<file path="config.mk">
export PLATFORM = sky130hd
export DESIGN_NAME = sd_dat_rx
export DESIGN_NICKNAME = d
export VERILOG_FILES = /design/src/rtl/sd_pkg.sv /design/src/rtl/crc16.sv /design/src/rtl/sd_dat_rx.sv
export SDC_FILE = /design/constraint.sdc
export NUM_CORES = 1
export LEC_CHECK = 0
export CAP_MARGIN = 0
export CORE_ASPECT_RATIO = 1.1
export CORE_MARGIN = 2
export CORE_UTILIZATION = 59
export CTS_CLUSTER_SIZE = 24
export DETAILED_ROUTE_END_ITERATION = 10
export DONT_BUFFER_PORTS = 1
export HOLD_SLACK_MARGIN = 0.08
export PLACE_DENSITY = 0.71
export SLEW_MARGIN = 30
export SYNTH_ARGS = -nofsm -noshare
export SYNTH_HDL_FRONTEND = slang
export SYNTH_SLANG_ARGS = --single-unit
</file>
<file path="constraint.sdc">
create_clock -name iclk -period 5.15 [get_ports iclk]
set_input_delay 1.03 -clock iclk [delete_from_list [all_inputs] [get_ports iclk]]
set_output_delay 1.03 -clock iclk [all_outputs]
set_load 0.1 [all_outputs]
</file>
<file path="src/rtl/sd_pkg.sv">
// Shared definitions for the SD data-line receive path: state encoding,
// default block geometry and the CRC16 generator polynomial.
package sd_pkg;

    localparam int          SD_BLOCK_BYTES_DEFAULT = 512;
    localparam int          SD_DAT_TIMEOUT_DEFAULT = 65535;
    localparam logic [15:0] SD_CRC16_POLY          = 16'h1021;

    typedef enum logic [2:0] {
        ST_IDLE,
        ST_WAIT_START,
        ST_DATA,
        ST_CRC,
        ST_END
    } sd_dat_state_t;

endpackage

</file>
<file path="src/rtl/crc16.sv">
// Serial CRC16 (x^16+x^12+x^5+1) generator, one bit per clock, MSB-first.
// Feeding a message followed by its own CRC leaves a zero remainder.
module crc16
    import sd_pkg::*;
(
    input  logic        iclk,
    input  logic        irst,
    input  logic        idat,
    output logic [15:0] ocrc
);

    logic feedback;

    assign feedback = idat ^ ocrc[15];

    always_ff @(posedge iclk) begin
        if (irst) begin
            ocrc <= '0;
        end else begin
            ocrc <= {ocrc[14:0], 1'b0} ^ (feedback ? SD_CRC16_POLY : 16'h0000);
        end
    end

endmodule

</file>
<file path="src/rtl/sd_dat_rx.sv">
// 1-bit SD DAT0 block receiver: waits for a start bit, deserializes a block
// MSB-first, then checks the trailing CRC16 and the end bit.
module sd_dat_rx
    import sd_pkg::*;
#(
    parameter int BLOCK_BYTES = SD_BLOCK_BYTES_DEFAULT,
    parameter int TIMEOUT     = SD_DAT_TIMEOUT_DEFAULT
) (
    input  logic       iclk,
    input  logic       irst,
    input  logic       istart,
    input  logic       idat,
    output logic [7:0] odata,
    output logic       odata_valid,
    output logic       odone,
    output logic       ocrc_err,
    output logic       oend_err,
    output logic       otimeout,
    output logic       obusy
);

    localparam int BYTE_W = (BLOCK_BYTES > 1) ? $clog2(BLOCK_BYTES) : 1;
    localparam int TO_W   = $clog2(TIMEOUT + 1);

    localparam logic [BYTE_W-1:0] LAST_BYTE = BYTE_W'(BLOCK_BYTES - 1);
    localparam logic [TO_W-1:0]   LAST_WAIT = TO_W'(TIMEOUT - 1);

    sd_dat_state_t     state;
    sd_dat_state_t     state_next;
    logic [2:0]        bit_cnt;
    logic [BYTE_W-1:0] byte_cnt;
    logic [3:0]        crc_cnt;
    logic [TO_W-1:0]   wait_cnt;
    logic [6:0]        shreg;
    logic [15:0]       crc_rem;
    logic              crc_rst;

    // The CRC only runs from the first data bit onwards, so it sits in reset
    // until the start bit has been seen.
    assign crc_rst = irst | (state == ST_IDLE) | (state == ST_WAIT_START);
    assign obusy   = (state != ST_IDLE);

    crc16 u_crc16 (
        .iclk (iclk),
        .irst (crc_rst),
        .idat (idat),
        .ocrc (crc_rem)
    );

    always_ff @(posedge iclk) begin
        if (irst) begin
            state <= ST_IDLE;
        end else begin
            state <= state_next;
        end
    end

    always_comb begin
        state_next = state;
        case (state)
            ST_IDLE: begin
                if (istart) state_next = ST_WAIT_START;
            end
            // A start bit on the final counted cycle takes priority over the timeout.
            ST_WAIT_START: begin
                if (!idat) begin
                    state_next = ST_DATA;
                end else if (wait_cnt == LAST_WAIT) begin
                    state_next = ST_IDLE;
                end
            end
            ST_DATA: begin
                if ((bit_cnt == 3'd7) && (byte_cnt == LAST_BYTE)) state_next = ST_CRC;
            end
            ST_CRC: begin
                if (crc_cnt == 4'd15) state_next = ST_END;
            end
            ST_END:  state_next = ST_IDLE;
            default: state_next = ST_IDLE;
        endcase
    end

    always_ff @(posedge iclk) begin
        if (irst) begin
            bit_cnt     <= '0;
            byte_cnt    <= '0;
            crc_cnt     <= '0;
            wait_cnt    <= '0;
            shreg       <= '0;
            odata       <= '0;
            odata_valid <= 1'b0;
            odone       <= 1'b0;
            ocrc_err    <= 1'b0;
            oend_err    <= 1'b0;
            otimeout    <= 1'b0;
        end else begin
            odata_valid <= 1'b0;
            odone       <= 1'b0;
            otimeout    <= 1'b0;
            case (state)
                ST_IDLE: begin
                    wait_cnt <= '0;
                    if (istart) begin
                        ocrc_err <= 1'b0;
                        oend_err <= 1'b0;
                    end
                end
                ST_WAIT_START: begin
                    if (!idat) begin
                        bit_cnt  <= '0;
                        byte_cnt <= '0;
                        crc_cnt  <= '0;
                    end else begin
                        wait_cnt <= wait_cnt + 1'b1;
                        if (wait_cnt == LAST_WAIT) otimeout <= 1'b1;
                    end
                end
                ST_DATA: begin
                    shreg   <= {shreg[5:0], idat};
                    bit_cnt <= bit_cnt + 3'd1;
                    if (bit_cnt == 3'd7) begin
                        odata       <= {shreg, idat};
                        odata_valid <= 1'b1;
                        if (byte_cnt != LAST_BYTE) byte_cnt <= byte_cnt + 1'b1;
                    end
                end
                ST_CRC: begin
                    if (crc_cnt != 4'd15) crc_cnt <= crc_cnt + 4'd1;
                end
                // crc_rem here already covers every data and CRC bit; the end bit is not part of it.
                ST_END: begin
                    oend_err <= ~idat;
                    ocrc_err <= |crc_rem;
                    odone    <= 1'b1;
                end
                default: ;
            endcase
        end
    end

endmodule

</file>
==> summary.log <==
INFO  run_status     status=finished clean
INFO  timing         fin_crit=2781ps
INFO  cells_and_area area_delta_synth_final=6.630%
INFO  logic_synthesis ys_seq_area_share=48.59%
INFO  hold_path      min-delay-start=shreg[6]
INFO  logic_synthesis synthDominantAreaCellType=dfxtp_1
INFO  placed_design  portBuffers=0
INFO  timing         unrepaired_setup_endpoints_after_global_routing=no
INFO  critical_path  crit_family=flip-flops
INFO  timing         final_hold_viol_count=0
INFO  logic_synthesis syn_avg_cell_area=8.811squm
INFO  cells_and_area post_route_cells_drive_above_1_share=8.459%
INFO  cts            ctsRootBufferMaster=clkbuf_8
INFO  cells_and_area layout_common_cells=71 x dfxtp_1, 41 x nand2_1, 37 x a21oi_1
INFO  die            initial_core_util=62.02%
INFO  cells_and_area mostFrequentLayoutCell=dfxtp_1
INFO  timing         hold_ws=450.7ps
INFO  critical_path  timing.rr.end=byte_cnt[7]
INFO  logic_synthesis synthesis.nets=343
INFO  die            boundaryPins=18
INFO  cts            cts_made_buffers=9
INFO  drt            routed_wire_length_per_instance=12.90um
INFO  timing         fin_skew=8.185ps
INFO  critical_path  path_class=reg -> out
INFO  cts            clock_pin_slew_worst_setup_and_hold_paths=80ps
INFO  critical_path  list_of_cells_traversed_by_the_critical_path=nor3_1 -> inv_1
INFO  die            die_width=71.14um
INFO  logic_synthesis async_flop_share=0%
INFO  logic_synthesis synth_largest_type_area_fraction=48.59%
INFO  cts            cts_tree=built
INFO  placed_design  dpl.hpwl=3424um
INFO  global_route   first_global_vias=2040
INFO  die            floorplan.die.height=77.85um
INFO  cts            cts_setup_buffers=0
INFO  critical_path  worst_r2r_startpoint=state[1]
INFO  cells_and_area post_layout_nonfiller_instances=387
INFO  logic_synthesis synth_flop_cell=dfxtp_1
INFO  timing         slew-limit-headroom=34.21%
INFO  cts            number_of_hold_buffers_added_after_cts=0
INFO  critical_path  timing.critical_path.arrival=1750ps
INFO  drt            drt_iter0_markers=122
INFO  die            total_die_area=5538squm
INFO  critical_path  worst-path-buf-inv=1
INFO  die            core-area=4717squm
INFO  drt            route.antenna.remaining_nets=0
INFO  drt            finalWirelength=4994um
INFO  global_route   global_route_usage_over_all_layers=20.17%
INFO  timing         fin_crit_sh=54.00%
INFO  cells_and_area nNetsFinal=337
INFO  timing         setup-tns-final=0ps
INFO  critical_path  r2r_setup_slack=2980ps
INFO  logic_synthesis ys_warn_count=0
INFO  power_and_ir_drop clock_power_share=41.9%
INFO  timing         timing_max_transition_violations_final=0
INFO  hold_path      hold_path.class=reg -> reg
INFO  drt            route.vias.total=2176
INFO  power_and_ir_drop power_frac_seq=52.6%
INFO  drt            drc=0
INFO  logic_synthesis postSynthRegisterBits=71
INFO  placed_design  placed_cells_incl_taps=371
INFO  logic_synthesis syn_inst=332
INFO  cts            post_cts_resized=0
INFO  power_and_ir_drop proportion_of_power_drawn_by_combinational_gates=5.5%
INFO  cts            cts_max_level=3
INFO  cells_and_area antenna-diode-count=0
INFO  logic_synthesis post_synthesis_instance_area=2925squm
INFO  global_route   grt_max_degree=38
INFO  placed_design  gp_routability_congestion=0.7818
INFO  logic_synthesis synth_top_cells_by_area=dfxtp_1 49%, a21oi_1 6.3%, nand2_1 5.3%
INFO  critical_path  critPathMaxStageDelay=650ps
INFO  power_and_ir_drop internal_cell_power=809.4uW
INFO  power_and_ir_drop power=1072uW
INFO  cts            clk_path_buf_depth=2
INFO  die            rows=26
INFO  drt            detailed_routing_iterations_pass_1=4
INFO  global_route   global_route.overflow_total=0
INFO  critical_path  crit_required=4120ps
INFO  job            max_cap_viols=0
INFO  power_and_ir_drop p_per_area=343.6nW/um^2
INFO  global_route   antenna_found_initial=0
INFO  hold_path      hold_path_end=shreg[6]
INFO  logic_synthesis post_synth_num_cell_types=44
INFO  drt            via_per_inst=5.623
INFO  critical_path  critical_path_peak_fanout=14
INFO  logic_synthesis synth_edf_count=0
INFO  timing         maxClockFrequency=0.3596GHz
INFO  critical_path  cp_slowest_cell=dfxtp_1
INFO  hold_path      min_delay_path_depth=2
INFO  cts            tritoncts_num_sinks=71
INFO  cts            clock_latency=340ps
INFO  critical_path  worst_setup_path_start_kind=flip-flop
INFO  timing         setup_violations=0
INFO  critical_path  reg2regPathDepth=4
INFO  power_and_ir_drop ir_drop=0.2227mV
INFO  timing         worst-slew-pin-transition=985.5ps
INFO  power_and_ir_drop share_of_total_power_consumed_by_net_switching=24.49%
INFO  power_and_ir_drop leakage=0.001058uW
INFO  critical_path  critPathCaptureType=primary output
INFO  global_route   grt_pass1_wl=8866um
INFO  power_and_ir_drop p_switching=262.5uW
[cell usage after synthesis (2+ instances only)]
| cell type | instances |
|---|---|
| nand4_1 | 8 |
| nand4b_1 | 2 |
| or4_1 | 4 |
| buf_2 | 3 |
| nor2_1 | 27 |
| buf_4 | 2 |
| o31ai_1 | 4 |
| or2_2 | 5 |
| o21ai_0 | 13 |
| nor3_1 | 5 |
| clkbuf_1 | 11 |
| nand2_1 | 41 |
| nor4_1 | 6 |
| nand3_1 | 15 |
| inv_1 | 6 |
| ha_1 | 7 |
| and4_1 | 2 |
| or3_1 | 9 |
| a22oi_1 | 4 |
| dfxtp_1 | 71 |
| and2_1 | 18 |
| nand2b_1 | 2 |
| xnor2_1 | 6 |
| xor2_1 | 5 |
| a21oi_1 | 37 |
[stage by stage]
step / area [sq um] / utilization [%] / setup WS [ps]
floorplan: 2925 / - / 2877
global placement: 2913 / 61.75 / 2733
global route: 3119 / 66.13 / 2226
CTS: 3119 / 66.13 / 2335
finish: 3119 / 66.13 / 2369
detailed placement: 2913 / 61.75 / 2710
[power by group through the flow]
stage	Clock (uW)	Sequential, uW	Combinational (uW)
after global placement	0	576	59.8
after CTS	462	563	60.1
after global routing	486	565	66.2
final	449	563	59.2
after detailed placement	0	576	59.8
after floorplan	0	571	64.7
[flip-flops by register name (all words and copies together) (netlist names)]
signal and cells:
u_crc16.ocrc 16, wait_cnt 16, byte_cnt 9, odata 8, shreg 7, crc_cnt 4, bit_cnt 3, state 3
ocrc_err 1, odata_valid 1, odone 1, oend_err 1, otimeout 1
[worst max path at each step]
stage	start	endpoint	slack [ps]	depth (start not counted)
6_report	state[2]	obusy	2370	2
5_1_grt	state[2]	obusy	2230	2
4_1_cts	state[2]	obusy	2330	2
3_5_place_dp	state[2]	obusy	2710	2
3_3_place_gp	state[2]	obusy	2730	2
2_1_floorplan	idat	byte_cnt[5]	2880	5
[routing by layer]
metal,GRT usage (%),vias to the layer above,part of all wire [%]
li1,-,1154,-
met1,23.98,992,48
met2,33.18,19,47
met3,5.065,11,2.8
met4,10.75,0,2.3
met5,0,-,0
[logic make-up (layout without fill, tap and decap cells)]
family	count (synthesis)	after routing	share of synthesized area (%)
fa+ha+maj	7	7	2.994
mux	2	2	0.7271
flops	71	71	48.59
simple gates	155	155	28.83
xor+xnor	11	11	3.293
compound gates	63	63	11.98
buf+inv	23	22	3.592
[tightest hold or removal path, delay by kind of cell, from the launching register on]
| family | cells | cell delay (ps) |
|---|---|---|
| AND/OR/NAND/NOR | 1 | 50 |
| flip-flops | 1 | 310 |
| AO/OA/AOI/OAI | 1 | 50 |
[cell type report]
type	count	area, sq um
clock buffers	10	137.6
clock inverters	6	68.82
fillers	404	1598
inverters	6	22.52
multi-input cells	238	1399
flip-flops and latches	71	1421
well taps	56	70.07
(Power assumes the default switching activity.)
